==> config.mk <==
export PLATFORM = sky130hd
export DESIGN_NAME = datapath_control_unit_flat
export DESIGN_NICKNAME = d
export VERILOG_FILES = /design/src/rtl/ctrl_pkg.sv /design/src/rtl/datapath_control_unit_if.sv /design/src/rtl/opcode_decoder.sv /design/src/rtl/datapath_control_unit.sv /design/src/flat_wrapper.sv
export SDC_FILE = /design/constraint.sdc
export NUM_CORES = 1
export LEC_CHECK = 0
export ABC_AREA = 1
export BUFFER_PORTS_ARGS = -buffer_cell sky130_fd_sc_hd__buf_2
export CORE_UTILIZATION = 30
export DETAILED_ROUTE_END_ITERATION = 7
export PLACE_DENSITY = 0.66
export SYNTH_ARGS = -nofsm -noshare
export SYNTH_HDL_FRONTEND = slang
export SYNTH_SLANG_ARGS = --single-unit
export TNS_END_PERCENT = 50
==> constraint.sdc <==
create_clock -name clk -period 5.75 [get_ports clk]
set_clock_uncertainty 0.2 [all_clocks]
set_input_delay 1.725 -clock clk [delete_from_list [all_inputs] [get_ports clk]]
set_output_delay 1.725 -clock clk [all_outputs]
set_load 0.005 [all_outputs]
==> src/rtl/ctrl_pkg.sv <==
// Shared types and constants for the hardwired control unit:
// state encoding, opcodes, ALU operation codes and instruction field positions.
package ctrl_pkg;

  typedef enum logic [3:0] {
    S_IDLE,
    S_T0,
    S_T1,
    S_T2,
    S_T3,
    S_T4,
    S_T5,
    S_T6,
    S_HALT
  } state_t;

  localparam logic [4:0] OPC_ADD  = 5'b00011;
  localparam logic [4:0] OPC_SUB  = 5'b00100;
  localparam logic [4:0] OPC_AND  = 5'b00101;
  localparam logic [4:0] OPC_OR   = 5'b00110;
  localparam logic [4:0] OPC_MUL  = 5'b01111;
  localparam logic [4:0] OPC_DIV  = 5'b10000;
  localparam logic [4:0] OPC_HALT = 5'b11011;

  localparam logic [3:0] ALU_ADD = 4'd0;
  localparam logic [3:0] ALU_SUB = 4'd1;
  localparam logic [3:0] ALU_AND = 4'd2;
  localparam logic [3:0] ALU_OR  = 4'd3;
  localparam logic [3:0] ALU_MUL = 4'd4;
  localparam logic [3:0] ALU_DIV = 4'd5;

  localparam int OP_MSB = 31;
  localparam int OP_LSB = 27;
  localparam int RA_MSB = 26;
  localparam int RA_LSB = 23;
  localparam int RB_MSB = 22;
  localparam int RB_LSB = 19;
  localparam int RC_MSB = 18;
  localparam int RC_LSB = 15;

endpackage

==> src/rtl/datapath_control_unit_if.sv <==
// Control-unit <-> datapath bundle: start/ir in, status and every datapath strobe out.
interface datapath_control_unit_if;
  logic        start;
  logic [31:0] ir;
  logic        run;
  logic        done;
  logic        illegal;
  logic [15:0] instr_count;
  logic        PCout, MARin, IncPC, Zin, PCin, Read, MDRin, MDRout, IRin, Yin;
  logic        Zlowout, Zhighout, HIin, LOin;
  logic        Gra, Grb, Grc, Rin, Rout;
  logic [3:0]  alu_op;

  modport master (
    input  start, ir,
    output run, done, illegal, instr_count,
    output PCout, MARin, IncPC, Zin, PCin, Read, MDRin, MDRout, IRin, Yin,
    output Zlowout, Zhighout, HIin, LOin,
    output Gra, Grb, Grc, Rin, Rout, alu_op
  );

  modport slave (
    output start, ir,
    input  run, done, illegal, instr_count,
    input  PCout, MARin, IncPC, Zin, PCin, Read, MDRin, MDRout, IRin, Yin,
    input  Zlowout, Zhighout, HIin, LOin,
    input  Gra, Grb, Grc, Rin, Rout, alu_op
  );
endinterface

==> src/rtl/opcode_decoder.sv <==
// Combinational opcode classifier: instruction class flags plus the ALU operation code.
module opcode_decoder
  import ctrl_pkg::*;
(
  input  logic [4:0] opcode,
  output logic       is_alu,
  output logic       is_muldiv,
  output logic       is_halt,
  output logic       is_illegal,
  output logic [3:0] alu_op
);

  always_comb begin
    is_alu     = 1'b0;
    is_muldiv  = 1'b0;
    is_halt    = 1'b0;
    is_illegal = 1'b0;
    alu_op     = ALU_ADD;
    case (opcode)
      OPC_ADD:  begin is_alu = 1'b1;    alu_op = ALU_ADD; end
      OPC_SUB:  begin is_alu = 1'b1;    alu_op = ALU_SUB; end
      OPC_AND:  begin is_alu = 1'b1;    alu_op = ALU_AND; end
      OPC_OR:   begin is_alu = 1'b1;    alu_op = ALU_OR;  end
      OPC_MUL:  begin is_muldiv = 1'b1; alu_op = ALU_MUL; end
      OPC_DIV:  begin is_muldiv = 1'b1; alu_op = ALU_DIV; end
      OPC_HALT: is_halt = 1'b1;
      default:  is_illegal = 1'b1;
    endcase
  end

endmodule

==> src/rtl/datapath_control_unit.sv <==
// Hardwired Moore control unit: fetch (T0-T2), decode (T3) and execute of
// ALU and MUL/DIV register instructions, with halt and illegal-opcode trapping.
module datapath_control_unit
  import ctrl_pkg::*;
(
  input  logic                    clk,
  input  logic                    clr,
  datapath_control_unit_if.master bus
);

  state_t      state_reg, state_next;
  logic        illegal_reg;
  logic [15:0] count_reg;

  logic        is_alu, is_muldiv, is_halt, is_illegal;
  logic [3:0]  dec_op;
  logic        done_int;

  opcode_decoder u_dec (
    .opcode     (bus.ir[OP_MSB:OP_LSB]),
    .is_alu     (is_alu),
    .is_muldiv  (is_muldiv),
    .is_halt    (is_halt),
    .is_illegal (is_illegal),
    .alu_op     (dec_op)
  );

  assign done_int = ((state_reg == S_T5) && !is_muldiv) || (state_reg == S_T6);

  always_ff @(posedge clk) begin
    if (clr) begin
      state_reg   <= S_IDLE;
      illegal_reg <= 1'b0;
      count_reg   <= 16'd0;
    end else begin
      state_reg <= state_next;
      if ((state_reg == S_T3) && is_illegal)
        illegal_reg <= 1'b1;
      if (done_int)
        count_reg <= count_reg + 16'd1;
    end
  end

  always_comb begin
    state_next = state_reg;
    case (state_reg)
      S_IDLE:  if (bus.start) state_next = S_T0;
      S_T0:    state_next = S_T1;
      S_T1:    state_next = S_T2;
      S_T2:    state_next = S_T3;
      S_T3:    state_next = (is_halt || is_illegal) ? S_HALT : S_T4;
      S_T4:    state_next = S_T5;
      S_T5:    state_next = is_muldiv ? S_T6 : S_T0;
      S_T6:    state_next = S_T0;
      S_HALT:  state_next = S_HALT;
      default: state_next = S_IDLE;
    endcase
  end

  // Strobes depend only on the state register and the held ir, so they are stable all cycle.
  always_comb begin
    bus.PCout    = 1'b0;
    bus.MARin    = 1'b0;
    bus.IncPC    = 1'b0;
    bus.Zin      = 1'b0;
    bus.PCin     = 1'b0;
    bus.Read     = 1'b0;
    bus.MDRin    = 1'b0;
    bus.MDRout   = 1'b0;
    bus.IRin     = 1'b0;
    bus.Yin      = 1'b0;
    bus.Zlowout  = 1'b0;
    bus.Zhighout = 1'b0;
    bus.HIin     = 1'b0;
    bus.LOin     = 1'b0;
    bus.Gra      = 1'b0;
    bus.Grb      = 1'b0;
    bus.Grc      = 1'b0;
    bus.Rin      = 1'b0;
    bus.Rout     = 1'b0;
    bus.alu_op   = 4'd0;
    case (state_reg)
      S_T0: begin
        bus.PCout = 1'b1;
        bus.MARin = 1'b1;
        bus.IncPC = 1'b1;
        bus.Zin   = 1'b1;
      end
      S_T1: begin
        bus.Zlowout = 1'b1;
        bus.PCin    = 1'b1;
        bus.Read    = 1'b1;
        bus.MDRin   = 1'b1;
      end
      S_T2: begin
        bus.MDRout = 1'b1;
        bus.IRin   = 1'b1;
      end
      S_T3: begin
        if (is_alu || is_muldiv) begin
          bus.Gra  = is_muldiv;
          bus.Grb  = is_alu;
          bus.Rout = 1'b1;
          bus.Yin  = 1'b1;
        end
      end
      S_T4: begin
        bus.Grb    = is_muldiv;
        bus.Grc    = !is_muldiv;
        bus.Rout   = 1'b1;
        bus.Zin    = 1'b1;
        bus.alu_op = dec_op;
      end
      S_T5: begin
        bus.Zlowout = 1'b1;
        bus.LOin    = is_muldiv;
        bus.Gra     = !is_muldiv;
        bus.Rin     = !is_muldiv;
      end
      S_T6: begin
        bus.Zhighout = 1'b1;
        bus.HIin     = 1'b1;
      end
      default: ;
    endcase
  end

  assign bus.run         = (state_reg != S_IDLE) && (state_reg != S_HALT);
  assign bus.done        = done_int;
  assign bus.illegal     = illegal_reg;
  assign bus.instr_count = count_reg;

endmodule

==> src/flat_wrapper.sv <==
// flat-port wrapper written by rule: the top's interface ports become plain ports
module datapath_control_unit_flat import ctrl_pkg::*;
  (clk, clr, bus_start, bus_ir, bus_run, bus_done, bus_illegal, bus_instr_count, bus_PCout, bus_MARin, bus_IncPC, bus_Zin, bus_PCin, bus_Read, bus_MDRin, bus_MDRout, bus_IRin, bus_Yin, bus_Zlowout, bus_Zhighout, bus_HIin, bus_LOin, bus_Gra, bus_Grb, bus_Grc, bus_Rin, bus_Rout, bus_alu_op);
  datapath_control_unit_if bus_i ();
  input  logic clk;
  input  logic clr;
  input wire logic [$bits(bus_i.start)-1:0] bus_start;
  input wire logic [$bits(bus_i.ir)-1:0] bus_ir;
  output wire logic [$bits(bus_i.run)-1:0] bus_run;
  output wire logic [$bits(bus_i.done)-1:0] bus_done;
  output wire logic [$bits(bus_i.illegal)-1:0] bus_illegal;
  output wire logic [$bits(bus_i.instr_count)-1:0] bus_instr_count;
  output wire logic [$bits(bus_i.PCout)-1:0] bus_PCout;
  output wire logic [$bits(bus_i.MARin)-1:0] bus_MARin;
  output wire logic [$bits(bus_i.IncPC)-1:0] bus_IncPC;
  output wire logic [$bits(bus_i.Zin)-1:0] bus_Zin;
  output wire logic [$bits(bus_i.PCin)-1:0] bus_PCin;
  output wire logic [$bits(bus_i.Read)-1:0] bus_Read;
  output wire logic [$bits(bus_i.MDRin)-1:0] bus_MDRin;
  output wire logic [$bits(bus_i.MDRout)-1:0] bus_MDRout;
  output wire logic [$bits(bus_i.IRin)-1:0] bus_IRin;
  output wire logic [$bits(bus_i.Yin)-1:0] bus_Yin;
  output wire logic [$bits(bus_i.Zlowout)-1:0] bus_Zlowout;
  output wire logic [$bits(bus_i.Zhighout)-1:0] bus_Zhighout;
  output wire logic [$bits(bus_i.HIin)-1:0] bus_HIin;
  output wire logic [$bits(bus_i.LOin)-1:0] bus_LOin;
  output wire logic [$bits(bus_i.Gra)-1:0] bus_Gra;
  output wire logic [$bits(bus_i.Grb)-1:0] bus_Grb;
  output wire logic [$bits(bus_i.Grc)-1:0] bus_Grc;
  output wire logic [$bits(bus_i.Rin)-1:0] bus_Rin;
  output wire logic [$bits(bus_i.Rout)-1:0] bus_Rout;
  output wire logic [$bits(bus_i.alu_op)-1:0] bus_alu_op;
  assign bus_i.start = bus_start;
  assign bus_i.ir = bus_ir;
  assign bus_run = bus_i.run;
  assign bus_done = bus_i.done;
  assign bus_illegal = bus_i.illegal;
  assign bus_instr_count = bus_i.instr_count;
  assign bus_PCout = bus_i.PCout;
  assign bus_MARin = bus_i.MARin;
  assign bus_IncPC = bus_i.IncPC;
  assign bus_Zin = bus_i.Zin;
  assign bus_PCin = bus_i.PCin;
  assign bus_Read = bus_i.Read;
  assign bus_MDRin = bus_i.MDRin;
  assign bus_MDRout = bus_i.MDRout;
  assign bus_IRin = bus_i.IRin;
  assign bus_Yin = bus_i.Yin;
  assign bus_Zlowout = bus_i.Zlowout;
  assign bus_Zhighout = bus_i.Zhighout;
  assign bus_HIin = bus_i.HIin;
  assign bus_LOin = bus_i.LOin;
  assign bus_Gra = bus_i.Gra;
  assign bus_Grb = bus_i.Grb;
  assign bus_Grc = bus_i.Grc;
  assign bus_Rin = bus_i.Rin;
  assign bus_Rout = bus_i.Rout;
  assign bus_alu_op = bus_i.alu_op;
  datapath_control_unit u_core (.clk(clk), .clr(clr), .bus(bus_i));
endmodule
**Yosys cells after proc, flatten, opt, wreduce, memory -nomap -nowiden**

Cells that the tools add are included.

- Logic and storage cells: 61
- Register bits after elaboration: 21
- Output and inout bits: 42
- Input port bits: 35

- Equality and inequality tests: 17
- Reduce and logical (&&, ||, !) cells: 14
- $add $sub $neg: 1
- Mux-type cells: 26

Operators by type and width:

| operator | number |
|---|---|
| 4-bit case mux with 9 select lines | 1 |
| 1-bit 2-to-1 mux | 17 |
| 16-bit by 1-bit adder with 16-bit output (second input constant) | 1 |
| 4-bit by 3-bit == test with 1-bit output (second input constant) | 4 |
| 5-bit by 3-bit == test with 1-bit output (second input constant) | 3 |
| 3-bit case mux with 5 select lines | 1 |
| 5-bit == test (second input constant) | 2 |
| 4-bit by 2-bit == test with 1-bit output (second input constant) | 2 |
| 4-bit 2-to-1 mux | 2 |
| 7-bit OR reduction | 1 |
| 3-bit 2-to-1 mux | 2 |
| 1-bit case mux with 2 select lines | 3 |
| 2-bit OR reduction | 3 |
| 5-bit by 2-bit == test with 1-bit output (second input constant) | 1 |
| 5-bit by 4-bit == test with 1-bit output (second input constant) | 1 |
| 4-bit by 1-bit == test with 1-bit output (second input constant) | 1 |
| 4-bit == test (second input constant) | 1 |
| 4-bit zero test | 1 |
| 4-bit inequality test (second input constant) | 1 |
| 4-bit nonzero test | 1 |
| 4-bit OR reduction | 1 |
| 1-bit logical AND | 3 |
| 1-bit logical OR | 3 |
| 2-bit inequality test (second input constant) | 1 |
| 1-bit zero test | 1 |

**Logic depth before layout (Yosys ltp)**

- Depth after elaboration: 6
- Depth in mapped cells: 8

**Modules after synthesis**

A second synthesis with hierarchy kept.

- Cells, all modules: 242
- Area, all modules: 1428.9 um2

By module, submodules not included:

| module | instances | area each (um2) | sequential area each (um2) | cells an instance |
|---|---|---|---|---|
| datapath_control_unit | 1 | 1281.2 | 420.4 | 214 |
| opcode_decoder | 1 | 147.6 | 0.0 | 28 |

**Worst setup path before layout**

OpenSTA, ideal clock, no wires.

- Path type: input-to-output
- Start: input bus_ir[28]
- End: output bus_done
- Stages: 5
- Path buffers: 1
- Arrival: 2.438 ns
- Required time: 3.825 ns
- Slack: 1.387 ns
- Path through: nor2_1 -> nand3_1 -> nand3_4 -> nand2_4 -> buf_12

- Longest elaborated chain between the ends: 6
- Elaborated cells between the ends (all ways): 7
- Classes of those cells: eq/ne: 2; mux: 1; reduce/logical: 4

Ends and longest elaborated chain:

| what | line | source |
|---|---|---|
| start: declaration | flat_wrapper.sv:8 | `input wire logic [$bits(bus_i.ir)-1:0] bus_ir;` |
| 5-bit == test or 5-bit by 4-bit == test with 1-bit output (tied branches) | opcode_decoder.sv:19 | `case (opcode)` |
| 2-bit OR reduction (no line) (*) | n/a |  |
| 1-bit 2-to-1 mux (*) | opcode_decoder.sv:19 |  |
| 1-bit zero test (*) | datapath_control_unit.sv:28 | `assign done_int = ((state_reg == S_T5) && !is_muldiv) \|\| (state_reg == S_T6);` |
| 1-bit logical AND (*) | datapath_control_unit.sv:28 |  |
| 1-bit logical OR (*) | datapath_control_unit.sv:28 |  |
| end: declaration | flat_wrapper.sv:10 | `output wire logic [$bits(bus_i.done)-1:0] bus_done;` |

Mark *: on every way between the ends. The rest lies on a longest branch, timed or not.

**Worst setup path after layout**

Ends and elaborated chain as after synthesis.

==> flow_summary.toml <==
[cts]
cts_setup_buffers = 0
postCtsHoldBufs = 0
cts-root-buf = "clkbuf_8"
cts_buffer_depth = 2
clock-sinks = 21
ctsResizeCount = 0
cts_tree = "done"
path_clk_slew_ns = 0.08
cts-buffers-inserted = 3
clk_latency_ns = 0.26
htreeDepth = 1

[finish]
utilization = 0.376
diodes = 0
area_growth_pct = 17.7
layout-drive-gt1-share = 0.294
nFillCells = 547
layout_common_cells = "50 x nand2_1, 48 x buf_2, 35 x nor2_1, 32 x nand3_1, 26 x inv_1"
multiInputGateArea_um2 = 906
final_common_cell = "nand2_1"
nets = 316
seqCellArea_um2 = 420
largest_reg_flops = 16

[grt]
grt_pass1_wl_um = 6200
grt_max_degree = 20
grt_pass1_vias = 1426
gr-total-overflow = 0
antenna_found_initial = 0
grt.total_usage = 0.145

[worst_setup_path]
reg2reg_slack_ns = 3.91
cp.required_ns = 3.83
reg2regPathDepth = 7
end_kind = "output pin"
cp_common_cell = "buf_2"
cp_slowest_cell = "nand3_4"
start_kind = "primary input"
reg2reg_from = "u_core.bus.instr_count[0]"
startpoint = "bus_ir[28]"
criticalPathCategory = "primary input to output pin"
cp_data_arrival_time_ns = 2.86
path_cells = "buf_2 > nor2_1 > nand3_1 > nand3_4 > nand2_4 > buf_2"
worstPathMaxFanout = 18
r2r_end = "u_core.bus.instr_count[8]"
slowest_delay_ns = 0.26

[drt]
wl_um = 3740
drc_errors = 0
vias = 1623
detail_route.first_pass.iterations = 4
antenna_left = 0
first_iter_violations = 70
viasPerCell = 4.69
wl_per_cell_um = 10.8

[floorplan]
fp-row-count = 25
die_h_um = 73.7
core_area_um2 = 4820
ios = 77
start_util = 0.320
die_area_um2 = 5420
die_w_um = 73.7

[synth]
ys_seq_area_frac = 0.273
ys_seq_elements = 21
synth_top_area_cell = "dfxtp_1"
synth_cells = 239
synth_nets = 275
yosys-top-cells-area = "dfxtp_1 27%, nand2_1 12%, nand3_1 10%"
syn_area_um2 = 1540
yosysWarnings = 0
syn_avg_cell_area_um2 = 6.44
synth.distinct_cells = 28
netlist.area_leader.share = 0.273

[timing]
tns_ns = 0
slew_violations = 0
fmax_ghz = 0.209
min_period_ns = 4.79
period_share = 0.833
rsz0062_at_grt = "false"
setup_viol = 0
finalHoldViolCount = 0

[hold_path]
hold_path_class = "register to register"
hold_start = "u_core.bus.illegal"
hold_depth = 2
hold-path-endpoint = "u_core.bus.illegal"

[placed_design]
gp_congestion = 0.815
dp_hpwl_um = 2890
portBuffers = 48

[job]
maxCapViolCount = 0

[power]
ir_worst_vdd_mv = 0.0779
p_leak_nw = 0.865
p_per_area_nw_per_um2 = 187

[status]
outcome = "finished clean"
per-layer routing:
layer | GRT usage | part of all wire | vias up | wire length, µm
met5 | 0 | 0 | - | 0
met4 | 0.0513 | 0.014 | 0 | 53
met3 | 0.0192 | 0.036 | 8 | 135
met2 | 0.240 | 0.48 | 38 | 1790
met1 | 0.192 | 0.47 | 731 | 1760
li1 | - | - | 846 | -
layout make-up:
class                      instances  share of cell area
multi-input combinational        175               0.500
sequential                        21               0.232
clock buffer                       3              0.0228
inverter                          31              0.0642
clock inverter                     1             0.00276
tap                               67              0.0462
timing repair buffer              48               0.133
worst max path at each step:
stage | endpoint | slack (ns) | cells after the start
floorplan | bus_done | 1.39 | 5
global placement | bus_done | 0.95 | 6
detailed placement | bus_done | 0.95 | 6
CTS | bus_done | 0.95 | 6
global route | bus_done | 0.85 | 6
finish | bus_done | 0.96 | 6
per-stage QoR:
stage	power, W	setup WS, ns	cells	area, µm²	hold slack, ns
6_report	0.000339	0.961	346	1810	0.251
5_1_grt	0.000361	0.851	346	1810	0.287
4_1_cts	0.000343	0.947	346	1810	0.260
3_5_place_dp	0.000244	0.951	342	1770	0.247
3_3_place_gp	0.000242	0.955	342	1770	0.243
2_1_floorplan	0.000224	1.39	239	1540	0.247
logic make-up after synthesis:
| logic type | Yosys count | synth area share |
|---|---|---|
| and+or+nand+nor | 144 | 0.442 |
| buffers and inverters | 43 | 0.139 |
| AOI/OAI and AO/OA | 22 | 0.0959 |
| DFF | 21 | 0.273 |
| xor gates and xnor gates | 7 | 0.0398 |
| adders and majority gates | 1 | 0.00812 |
| other | 1 | 0.00243 |
Yosys cell counts:
cell type	count
nand3_2	1
xor2_1	5
conb_1	1
nand4_1	8
nand2_2	10
xnor2_1	2
nor2_4	1
buf_6	1
ha_1	1
nor2_1	35
buf_2	2
buf_12	1
a21oi_2	9
a21oi_1	8
nor3_4	1
nor3_1	3
inv_1	26
buf_4	7
nand3b_1	1
nand3_1	32
nand2_4	1
nand3_4	1
o21ai_0	4
inv_2	5
a31o_2	1
dfxtp_1	21
buf_1	1
nand2_1	50
power breakdown:
group / internal (W) / total [W] / switching [W]
sequential: 0.000151 / 0.000157 / 0.00000582
combinational: 0.0000323 / 0.0000831 / 0.0000507
clock: 0.0000483 / 0.0000993 / 0.0000510
worst max-delay path, delay by kind of cell:
kind | cells | cell delay (ns)
buffers and inverters | 2 | 0.30
AND/OR/NAND/NOR | 4 | 0.84
Power figures use the tool's default switching activity.
